[config.mk]
export PLATFORM = sky130hd
export DESIGN_NAME = pq_cmd_ctl
export DESIGN_NICKNAME = d
export VERILOG_FILES = /design/src/rtl/pq_cmd_ctl.sv
export SDC_FILE = /design/constraint.sdc
export NUM_CORES = 1
export LEC_CHECK = 0
export ABC_AREA = 0
export CORE_AREA = 2 2 87 89
export CTS_CLUSTER_DIAMETER = 30
export CTS_CLUSTER_SIZE = 10
export DETAILED_ROUTE_END_ITERATION = 10
export DIE_AREA = 0 0 89 91
export GPL_TIMING_DRIVEN = 0
export HOLD_SLACK_MARGIN = 0.03
export PLACE_DENSITY = 0.75
export SYNTH_ARGS = -nofsm -noshare
export SYNTH_HDL_FRONTEND = slang
export SYNTH_SLANG_ARGS = --single-unit
[constraint.sdc]
create_clock -name clk -period 2.3 [get_ports clk]
set_input_delay 0.46 -clock clk [delete_from_list [all_inputs] [get_ports clk]]
set_output_delay 0.46 -clock clk [all_outputs]
set_load 0.02 [all_outputs]
[src/rtl/pq_cmd_ctl.sv]
// Board-level command controller for a priority queue: debounces the enq/deq/replace buttons,
// arbitrates them, and issues one legal single-cycle strobe per accepted press.
module pq_cmd_ctl #(
  parameter int KEY_W     = 8,
  parameter int VAL_W     = 8,
  parameter int DEPTH     = 8,
  parameter int DB_CYCLES = 4,
  parameter int CNT_W     = 8,
  localparam int KV_W     = KEY_W + VAL_W,
  localparam int OCC_W    = $clog2(DEPTH + 1)
) (
  input  logic             clk,
  input  logic             rst,
  input  logic             btn_enq,
  input  logic             btn_deq,
  input  logic             btn_rep,
  input  logic [KV_W-1:0]  kv_sw,
  input  logic             pq_full,
  input  logic             pq_empty,
  input  logic             pq_busy,
  input  logic [KV_W-1:0]  pq_kvo,
  output logic             pq_enq,
  output logic             pq_deq,
  output logic [KV_W-1:0]  pq_kvi,
  output logic [KV_W-1:0]  disp_kv,
  output logic [OCC_W-1:0] occupancy,
  output logic [CNT_W-1:0] err_cnt,
  output logic [CNT_W-1:0] drop_cnt,
  output logic             pending
);

  localparam int DBW = $clog2(DB_CYCLES);
  localparam logic [DBW-1:0] DB_LAST = DBW'(DB_CYCLES - 1);

  typedef enum logic [1:0] {S_IDLE, S_WAIT, S_ISSUE} state_t;
  typedef enum logic [1:0] {CMD_ENQ, CMD_DEQ, CMD_REP} cmd_t;

  logic [2:0]       btn_s;
  logic [2:0]       lvl_q;
  logic [2:0]       req_q;
  logic [DBW-1:0]   db_cnt_q [3];

  state_t           state_q;
  cmd_t             cmd_q;
  cmd_t             cmd_win_s;
  logic             req_any_s;
  logic [1:0]       n_req_s;
  logic [1:0]       drop_n_s;
  logic             illegal_s;

  logic             pq_enq_q;
  logic             pq_deq_q;
  logic [KV_W-1:0]  pq_kvi_q;
  logic [KV_W-1:0]  disp_kv_q;
  logic [OCC_W-1:0] occ_q;
  logic [CNT_W-1:0] err_cnt_q;
  logic [CNT_W-1:0] drop_cnt_q;
  logic             pending_q;

  function automatic logic [CNT_W-1:0] sat_add(input logic [CNT_W-1:0] a, input logic [1:0] b);
    logic [CNT_W:0] s;
    s = {1'b0, a} + (CNT_W + 1)'(b);
    sat_add = s[CNT_W] ? {CNT_W{1'b1}} : s[CNT_W-1:0];
  endfunction

  assign btn_s = {btn_rep, btn_deq, btn_enq};

  // Debounce: the level flips after DB_CYCLES consecutive samples that disagree with it; a rising flip is a request.
  always_ff @(posedge clk) begin
    if (rst) begin
      lvl_q <= 3'b000;
      req_q <= 3'b000;
      for (int i = 0; i < 3; i++) db_cnt_q[i] <= '0;
    end else begin
      for (int i = 0; i < 3; i++) begin
        if (btn_s[i] != lvl_q[i]) begin
          if (db_cnt_q[i] == DB_LAST) begin
            lvl_q[i]    <= btn_s[i];
            db_cnt_q[i] <= '0;
            req_q[i]    <= btn_s[i];
          end else begin
            db_cnt_q[i] <= db_cnt_q[i] + DBW'(1);
            req_q[i]    <= 1'b0;
          end
        end else begin
          db_cnt_q[i] <= '0;
          req_q[i]    <= 1'b0;
        end
      end
    end
  end

  // Arbitration rep > deq > enq; every request that does not start a command counts as dropped.
  always_comb begin
    req_any_s = |req_q;
    n_req_s   = 2'(req_q[0]) + 2'(req_q[1]) + 2'(req_q[2]);
    if (req_q[2]) begin
      cmd_win_s = CMD_REP;
    end else if (req_q[1]) begin
      cmd_win_s = CMD_DEQ;
    end else begin
      cmd_win_s = CMD_ENQ;
    end
    if ((state_q == S_IDLE) && req_any_s) begin
      drop_n_s = n_req_s - 2'd1;
    end else begin
      drop_n_s = n_req_s;
    end
    illegal_s = ((cmd_q == CMD_ENQ) && pq_full) || ((cmd_q != CMD_ENQ) && pq_empty);
  end

  // Command FSM; strobes, kv and occupancy are registered on the WAIT->ISSUE transition.
  always_ff @(posedge clk) begin
    if (rst) begin
      state_q    <= S_IDLE;
      cmd_q      <= CMD_ENQ;
      pq_enq_q   <= 1'b0;
      pq_deq_q   <= 1'b0;
      pq_kvi_q   <= '0;
      disp_kv_q  <= '0;
      occ_q      <= '0;
      err_cnt_q  <= '0;
      drop_cnt_q <= '0;
      pending_q  <= 1'b0;
    end else begin
      pq_enq_q   <= 1'b0;
      pq_deq_q   <= 1'b0;
      pq_kvi_q   <= '0;
      drop_cnt_q <= sat_add(drop_cnt_q, drop_n_s);
      case (state_q)
        S_IDLE: begin
          if (req_any_s) begin
            cmd_q     <= cmd_win_s;
            state_q   <= S_WAIT;
            pending_q <= 1'b1;
          end
        end
        S_WAIT: begin
          if (!pq_busy) begin
            if (illegal_s) begin
              err_cnt_q <= sat_add(err_cnt_q, 2'd1);
              state_q   <= S_IDLE;
              pending_q <= 1'b0;
            end else begin
              state_q  <= S_ISSUE;
              pq_kvi_q <= kv_sw;
              case (cmd_q)
                CMD_ENQ: begin
                  pq_enq_q <= 1'b1;
                  if (occ_q < OCC_W'(DEPTH)) occ_q <= occ_q + OCC_W'(1);
                end
                CMD_DEQ: begin
                  pq_deq_q  <= 1'b1;
                  disp_kv_q <= pq_kvo;
                  if (occ_q != '0) occ_q <= occ_q - OCC_W'(1);
                end
                default: begin
                  pq_enq_q  <= 1'b1;
                  pq_deq_q  <= 1'b1;
                  disp_kv_q <= pq_kvo;
                end
              endcase
            end
          end
        end
        S_ISSUE: begin
          state_q   <= S_IDLE;
          pending_q <= 1'b0;
        end
        default: begin
          state_q   <= S_IDLE;
          pending_q <= 1'b0;
        end
      endcase
    end
  end

  assign pq_enq    = pq_enq_q;
  assign pq_deq    = pq_deq_q;
  assign pq_kvi    = pq_kvi_q;
  assign disp_kv   = disp_kv_q;
  assign occupancy = occ_q;
  assign err_cnt   = err_cnt_q;
  assign drop_cnt  = drop_cnt_q;
  assign pending   = pending_q;

endmodule
; ---- After elaboration in Yosys (flattened, before gate mapping)
; Memory sizes are Yosys's and may differ from the RTL's.
; Index checks and enable logic that the tools add are counted.
[totals]
regBits = 65
elab_cells = 145
memories = 1
in_bits = 40
mem_bits_rw = 6
[memory_table]
columns = memory, words, width, rd, rd_clocked_by_memory_dff, wr, line
row1 = db_cnt_q, 3, 2, 3, 0, 3, 41  ; logic [DBW-1:0] db_cnt_q [3];
[op_classes]
n_reduce_logical = 23
n_addsub = 10
n_eq_ne = 13
n_bitwise = 19
mux = 62
n_lt_le_gt_ge = 1
[ops]
columns = operator, n
row1 = 2-to-1 mux 1 bit, 41
row2 = 2-to-1 mux 2 bit, 14
row3 = 2-to-1 mux 8 bit, 2
row4 = OR reduction 3 bit, 4
row5 = NOT 1 bit, 10
row6 = AND reduction 2 bit, 5
row7 = adder 8 x 1 -> 9 bit (second input constant), 1
row8 = adder 8 x 2 -> 9 bit, 1
row9 = bitwise OR 1 bit, 9
row10 = 2-to-1 mux 4 bit, 2
row11 = inequality test 2 bit (second input constant), 4
row12 = case mux 4 bit (2 select lines), 1
row13 = adder 2 x 1 -> 2 bit (second input constant), 3
row14 = == test 2 bit (second input constant), 3
row15 = AND reduction 3 bit, 2
row16 = AND reduction 6 bit, 1
row17 = adder 4 x 1 -> 4 bit (second input constant), 1
row18 = == test 2 x 1 -> 1 bit (second input constant), 2
row19 = logical NOT 2 bit, 2
row20 = < comparator 4 bit (second input constant), 1
row21 = case mux 2 bit (2 select lines), 1
row22 = AND reduction 4 bit, 1
row23 = nonzero test 2 bit, 2
row24 = nonzero test 4 bit, 1
row25 = other kinds (10), 14

; ---- Logic depth before layout (Yosys ltp)
; Gate-level depths: netlist of the first run.
; An unclocked memory read counts as a cell.
[logic_depth]
word_depth = 9
mapped_depth = 10
mapped_depth_nobuf = 9

; ---- Worst setup path after synthesis of the first run
; No wires, ideal clock.
[synth_timing]
path_type = register -> register
start = register state_q[1]
end = register drop_cnt_q[6] (netlist: drop_cnt[6])
slack_ns = -0.081
path_stages_with_launch = 11
t_required_ns = 2.222
t_arrival_ns = 2.303
path_cell_list = dfxtp_1 > buf_6 > or3_1 > clkbuf_1 > xnor2_1 > ha_1 > fa_1 > and3_1 > and2_1 > and4b_1 > nor3_1
[synth_via]
elab_chain_len = 5
[synth_rtl]
columns = item, line
row1 = "start, declared", 43  ; state_t state_q;
row2 = "start signal, assigned", 115  ; state_q <= S_IDLE;
row3 = "start signal, assigned", 134  ; state_q <= S_WAIT;
row4 = "start signal, assigned", 142  ; state_q <= S_IDLE;
row5 = logical NOT 2 bit, 104  ; if ((state_q == S_IDLE) && req_any_s) begin
row6 = logical AND 1 bit, 104
row7 = 2-to-1 mux 2 bit, 104
row8 = adder 8 x 2 -> 9 bit, 62  ; s = {1'b0, a} + (CNT_W + 1)'(b);
row9 = 2-to-1 mux 8 bit, 63  ; sat_add = s[CNT_W] ? {CNT_W{1'b1}} : s[CNT_W-1:0];
row10 = "end signal, assigned", 129  ; drop_cnt_q <= sat_add(drop_cnt_q, drop_n_s);
row11 = "end, declared", 57  ; logic [CNT_W-1:0] drop_cnt_q;
; No other way between the ends.
; A chain may end at the register's enable or synchronous reset.

; ---- Final worst setup path of the first run
[layout_timing]
start = register req_q[1]
end = register drop_cnt_q[5] (netlist: drop_cnt[5])
[layout_via]
elab_chain_len = 6
word_cells_on_any_way = 8
classes_between = add/sub (4) / mux (2) / reduce/logical (2)
[layout_rtl]
columns = item, line
row1 = "start, declared", 40  ; logic [2:0] req_q;
row2 = "start signal, assigned by index", 80  ; req_q[i] <= btn_s[i];
row3 = adder 1 x 1 -> 2 bit, 96  ; n_req_s = 2'(req_q[0]) + 2'(req_q[1]) + 2'(req_q[2]);
row4 = adder 2 x 1 -> 2 bit, 96
row5 = subtractor 2 x 1 -> 2 bit, 105  ; drop_n_s = n_req_s - 2'd1;
row6 = 2-to-1 mux 2 bit (*), 104
row7 = adder 8 x 2 -> 9 bit (*), 62
row8 = 2-to-1 mux 8 bit (*), 63
; Mark *: on every way between the ends. The rest lies on a longest branch, timed or not.

==> summary.md, run 1 <==
| Metric | Value |
|---|---|
| Placed inst area | 0.003965 mm² |
| CP most frequent cell | fa_2 |
| Final period util | 1.016 |
| Synthesis-to-layout area growth | 46.57% |
| Placer Congestion | 0.8471 |
| Post-Syn Area | 0.002885 mm² |
| Min-delay src | disp_kv[3] |
| Worst path cell trace | fa_2 -> xnor2_2 -> ha_2 -> fa_2 -> and3_4 -> and2_4 -> nand4_1 -> a21oi_1 |
| Hold-fix buffers at CTS | 0 |
| Simple-Gate Fraction of Synth Area | 0.2307 |
| First-pass GRT wire length | 10700 µm |
| Post-synth top area share | 0.4510 |
| Final Setup Violations | 5 |
| Cts bufs inserted | 9 |
| Slowest cell on crit path | fa_2 |
| Setup ws final | -0.03571 ns |
| Pwr dens | 571.4 mW/mm² |
| CTS max path bufs | 2 |
| Min Tclk post-route | 2.336 ns |
| Hold Fails Final Rpt | 0 |
| Status | complete, but fails checks |
| Gr ovfl total | 0 |
| H-tree levels | 3 |
| Post-synth EDFFs | 6 |
| Fraction of registers with async set/reset | 0 |
| Worst reg2reg path startpoint | req_q[1] |
| M1 GR Usage | 0.1886 |
| R2r endpoint | drop_cnt[5] |
| Design area | 0.004229 mm² |
| Failing checks | negative setup slack |
| CTS tree | yes |
| Area leader, netlist | dfxtp_1 |
| Starting Density | 0.4043 |
| GRT Util Overall | 0.1661 |
| CP Max Fanout | 5 |
| Highest clock rate | 428.1 MHz |
| Post-DP HPWL | 4648 µm |
| Hold Path Sink | disp_kv[3] |
| Met3 Use GR | 0.05455 |
| Synth Warn # | 0 |
| Initial antenna violation count | 0 |
| Critical path class | register to register |
| Reg2Reg Depth | 8 |
| R2R Setup Slk | -0.04 ns |
| Final ANT Viol Nets | 0 |
| # fillers | 662 |
| Post-synthesis compound-gate area fraction | 0.1149 |
| Crit path buf inv count | 0 |
| Largest family of logic cells by synthesized area | simple AND/OR/NAND/NOR gates |
| Die Ht | 91 µm |
| Nets@finish | 466 |
| Starting DRT DRC Count | 50 |
| Final Slew Violations | 0 |
| Tot Pwr | 0.002416 W |
| DRC viols | 0 |
| Max_cap viols | 0 |
| Antenna diode count | 0 |
| Top cells by area, synth | dfxtp_1, edfxtp_1, a21oi_1 |
| IO Port Bufs | 93 |
| DR vias/cell | 4.778 |
| Clock root buffer | clkbuf_8 |
| Pin count of the biggest net entering global routing | 12 |
| Endpoint class of the critical path | register |
| FF+latch count, synth | 71 |
| Synth Area per Inst | 9.586 µm² |
| Crit path DAT | 2.55 ns |
| Number of global-route vias before repair | 2490 |
| Slew headroom | 0.6555 |
| Clk sinks | 71 |
| Post-synthesis xor/xnor area fraction | 0.02732 |
| Mux cell area share after synthesis | 0.01778 |
| Worst-Skew Late Latency | 0.34 ns |
| DR pass1 iterations | 4 |
| Die area | 0.008099 mm² |
| Top FF cell, synth | dfxtp_1 |
| Final WL | 6363 µm |
| RSZ-0062 raised after global routing | yes |
| Biggest cell delay along the critical path | 0.60 ns |
| GR peak layer | met2 |
| Share of post-route cells with drive strength above 1 | 0.1122 |
| Leakage power | 1.559 nW |
| WP data required | 2.51 ns |
| Num rows | 31 |
| Post-Syn Instances | 301 |
| Core ar. | 0.007137 mm² |
| Die W | 89 µm |
| Post-synthesis sequential area ratio | 0.5134 |
| Peak VDD IR | 335.8 µV |
| Worst hold path type | register to register |
| Startpoint Class | register |
| I/O pin cnt | 95 |
| GR Util met2 | 0.2786 |
| Via Count | 2475 |
| WL per Instance | 12.28 µm |
| Skew final | 0.007398 ns |
| CP top delay family | adder cells |
| Synth cell types | 46 |
| Reg clk slew, reported paths | 0.07 ns |
| Hold depth | 2 |
| Synth Area in Adders | 0.05551 |
| Least-Margin Pin Slew | 0.5168 ns |
-- cell families (layout without fill, tap and decap cells) --
logic type | after synthesis | count (layout)
compound gates | 55 | 55
flops | 71 | 71
xor+xnor | 9 | 9
buf+inv | 24 | 137
other cells | 1 | 6
simple gates | 125 | 125
mux | 5 | 5
fa+ha+maj | 11 | 11
-- layout by cell type (no fill, tap or decap), types with 3 or more instances in the layout --
master,instances
conb_1,6
nor3_2,4
buf_2,3
a21oi_1,34
clkbuf_8,9
clkbuf_1,6
xnor2_1,7
a311oi_1,3
dfxtp_2,4
nor3_1,3
nand2_1,35
clkinv_2,4
ha_1,7
edfxtp_1,6
nor4_1,3
clkdlybuf4s50_1,93
and2_1,16
a211oi_1,5
inv_1,11
nor2b_1,6
or3_1,4
nand3_1,10
dfxtp_1,61
buf_4,7
mux2i_1,4
nor2_1,24
nor4bb_1,4
o21ai_0,4
-- worst max path at each step --
stage          depth (start not counted)        from  slack (ns)     endpoint
2_1_floorplan                         10  state_q[1]       0.005  drop_cnt[6]
3_3_place_gp                          10  state_q[1]       -0.16  drop_cnt[1]
3_5_place_dp                          10  state_q[1]       -0.20  drop_cnt[1]
4_1_cts                                8    req_q[2]       -0.07  drop_cnt[5]
5_1_grt                                8    req_q[1]       -0.17  drop_cnt[3]
6_report                               8    req_q[1]       -0.04  drop_cnt[5]
-- power by group --
part	total (W)	internal, W	switching [W]
logic	0.000202	0.000116	0.0000854
clock network	0.000930	0.000487	0.000442
registers	0.00128	0.00127	0.0000163
total	0.00242	0.00187	0.000544
-- flip-flops by register name (all words and copies together), names as in the netlist, 3 cells and up --
name and flops:
disp_kv 16, pq_kvi 16, drop_cnt 8, err_cnt 8, db_cnt_q 6, occupancy 4, lvl_q 3, req_q 3
-- synth_stat cells, types with 5 or more instances --
library cell,instances
dfxtp_1,65
a21oi_1,35
nand2_1,35
nor2_1,24
and2_1,17
inv_1,11
nand3_1,10
ha_1,8
xnor2_1,8
clkbuf_1,6
edfxtp_1,6
nor2b_1,6
nor3_1,6
a211oi_1,5
or3_1,5
-- metal layers --
metal / part of all wire / vias to the layer above
li1: - / 1264
met2: 0.47 / 77
met1: 0.43 / 1125
met5: 0 / -
met3: 0.080 / 9
met4: 0.017 / 0
-- metrics by stage --
| stage | std cells | setup WS (ns) | hold WS, ns | util | setup TNS, ns |
|---|---|---|---|---|---|
| 2_1_floorplan | 306 | 0.004834 | 0.4410 | - | 0 |
| 6_report | 518 | -0.03571 | 0.4516 | 0.5926 | -0.1593 |
| 5_1_grt | 518 | -0.1707 | 0.4783 | 0.5926 | -0.9405 |
| 4_1_cts | 514 | -0.07241 | 0.4562 | 0.5838 | -0.3324 |
| 3_5_place_dp | 498 | -0.1991 | 0.4471 | 0.5556 | -1.138 |
| 3_3_place_gp | 498 | -0.1593 | 0.4413 | 0.5556 | -0.8513 |
-- layout make-up --
| cell class | count | area (µm²) | share of cell area |
|---|---|---|---|
| timing repair buffer | 99 | 975.9 | 0.2308 |
| inverter | 11 | 41.29 | 0.009763 |
| clock buffer | 10 | 127.6 | 0.03018 |
| multi-input combinational | 211 | 1356 | 0.3207 |
| clock inverter | 5 | 50.05 | 0.01183 |
| tap | 99 | 123.9 | 0.02929 |
| sequential | 71 | 1486 | 0.3515 |
| buffer | 12 | 67.56 | 0.01598 |
-- tightest hold or removal path: cells and delay by family, from the launching register on --
kind | cells | cell delay [ns]
flops | 1 | 0.31
simple gates | 1 | 0.05
compound gates | 1 | 0.05
-- timing repair --
| item | in CTS | in global routing |
|---|---|---|
| pin swaps | 11 | 4 |
| setup endpoints to repair | 7 | 8 |
| buffers inserted | 2 | 4 |
| resized for setup | 4 | 9 |
No activity file was read; power rests on OpenSTA's default activity.
==> run 2: changes to the inputs <==
Settings changed: ABC_CLOCK_PERIOD_IN_PS set to 2300.
==> results of run 2 <==
Final layout, timing and power as in run 1 (identical DEF).
==> run 3: changes to the inputs <==
Settings changed: CORE_AREA 2 2 87 89 to 2 2 84 86, DIE_AREA 0 0 89 91 to 0 0 86 88, DONT_BUFFER_PORTS set to 1, PLACE_DENSITY 0.75 to not set.
==> summary.md, run 3 (synthesized netlist as in run 1, its figures left out) <==
| Metric | Value |
|---|---|
| Cts bufs inserted | 9 |
| H-tree levels | 3 |
| Die area | 0.007568 mm² |
| Net switching power | 0.0005976 W |
| Starting DRT DRC Count | 100 |
| FF+latch area | 0.001484 mm² |
| Final core occ | 0.4925 |
| Multi-input gate area | 0.001341 mm² |
| Clock power share | 0.412 |
| Die Ht | 88 µm |
| Gr ovfl total | 0 |
| Die W | 86 µm |
| Via Count | 2134 |
| Max_cap viols | 0 |
| Hold Fails Final Rpt | 0 |
| WP data required | 2.56 ns |
| DR vias/cell | 5.256 |
| Skew final | 0.009153 ns |
| Starting Density | 0.4343 |
| CTS tree | yes |
| RSZ-0062 raised after global routing | yes |
| Reg clk slew, reported paths | 0.08 ns |
| Sequential share of power | 0.545 |
| Setup ws final | -0.01019 ns |
| Final ANT Viol Nets | 0 |
| First-pass GRT wire length | 8935 µm |
| Placed inst area | 0.003010 mm² |
| Pin count of the biggest net entering global routing | 15 |
| Critical path class | register to register |
| Slew headroom | 0.6168 |
| Most frequent cells in the layout | dfxtp_1, nand2_1, a21oi_1, nor2_1, and2_1 |
| Num rows | 30 |
| DR pass1 iterations | 4 |
| Clk sinks | 71 |
| Pwr dens | 727.1 mW/mm² |
| CP Max Fanout | 5 |
| I/O pin cnt | 95 |
| Tot Pwr | 0.002379 W |
| Crit path DAT | 2.57 ns |
| Switching Share | 0.2512 |
| Placer Congestion | 0.8208 |
| Final WL | 5711 µm |
| Gate power share | 0.043 |
| Final period util | 1.004 |
| Leakage power | 1.206 nW |
| Peak VDD IR | 449.9 µV |
| Pint | 0.001781 W |
| Least-Margin Pin Slew | 0.5748 ns |
| Failing checks | negative setup slack |
| Min Tclk post-route | 2.310 ns |
| # fillers | 625 |
| Initial antenna violation count | 0 |
| Design area | 0.003272 mm² |
| Post-DP HPWL | 4083 µm |
| Worst hold path type | input port to register |
| CTS max path bufs | 2 |
| Status | complete, but fails checks |
| WL per Instance | 14.07 µm |
| Hold-fix buffers at CTS | 0 |
| Share of post-route cells with drive strength above 1 | 0.1319 |
| Final Setup Violations | 1 |
| IO Port Bufs | 0 |
| Synthesis-to-layout area growth | 13.40% |
| Nets@finish | 372 |
| GRT Util Overall | 0.1512 |
| Core ar. | 0.006644 mm² |
| Endpoint class of the critical path | register |
| Antenna diode count | 0 |
| Pre-CTS WS | -0.2149 ns |
| Hold Slack | 0.2299 ns |
| Final Slew Violations | 0 |
| Worst-Skew Late Latency | 0.34 ns |
| Highest clock rate | 432.9 MHz |
| DRC viols | 0 |
| Number of global-route vias before repair | 1932 |
| Startpoint Class | register |
| Clock root buffer | clkbuf_8 |
| Commonest non-fill, non-tap cell in the layout | dfxtp_1 |
-- run 3: critical path: stages, from the launching register on --
cell and delay (ns):
dfxtp_2 0.34, fa_1 0.50, nor2_1 0.15, xor2_1 0.23, fa_2 0.25, and3_4 0.18
and2_4 0.15, nand4_1 0.22, a21oi_1 0.21
-- run 3: what timing repair did --
action                                  CTS  global route
pin swaps                                 8             2
gates resized for setup                   5             3
endpoints found under the setup margin    7             7
buffers inserted                          5             0
-- run 3: final cells by class --
class,count,share of cell area
flip-flops and latches,71,0.4535
multi-input cells,211,0.4099
clock buffers,10,0.04551
well taps,80,0.03059
plain buffers,12,0.02065
clock inverters,6,0.01568
inverters,11,0.01262
repair buffers,5,0.01147
-- run 3: path summary, 6_finish.rpt --
| kind | end | depth (start not counted) | from | slack (ns) |
|---|---|---|---|---|
| worst min-delay path | pq_kvi[5] | 1 | kv_sw[5] | 0.23 |
| worst min register to register | req_q[1] | 1 | lvl_q[1] | 0.47 |
| worst max-delay path | drop_cnt[1] | 8 | req_q[1] | -0.01 |
| worst max register to register | drop_cnt[1] | 8 | req_q[1] | -0.01 |
-- run 3: power groups by stage --
stage          sequential (W)  clock [W]  combinational, W
6_report              0.00130   0.000981          0.000101
5_1_grt               0.00130    0.00106          0.000118
4_1_cts               0.00130    0.00101          0.000101
3_5_place_dp          0.00133          0         0.0000966
3_3_place_gp          0.00133          0         0.0000945
2_1_floorplan         0.00132          0         0.0000787
-- run 3: metrics by stage --
| stage | TNS [ns] | std cells |
|---|---|---|
| after global placement | -1.056 | 386 |
| after global routing | -0.9555 | 406 |
| after floorplan | 0 | 306 |
| after CTS | -0.08017 | 406 |
| final | -0.01019 | 406 |
| after detailed placement | -1.205 | 386 |
-- run 3: routing by layer --
metal / global-route usage / part of all wire / up-vias
met5: 0 / 0 / -
met2: 0.2389 / 0.47 / 65
met1: 0.1791 / 0.44 / 983
li1: - / - / 1075
met4: 0.08802 / 0.021 / 0
met3: 0.05184 / 0.073 / 11
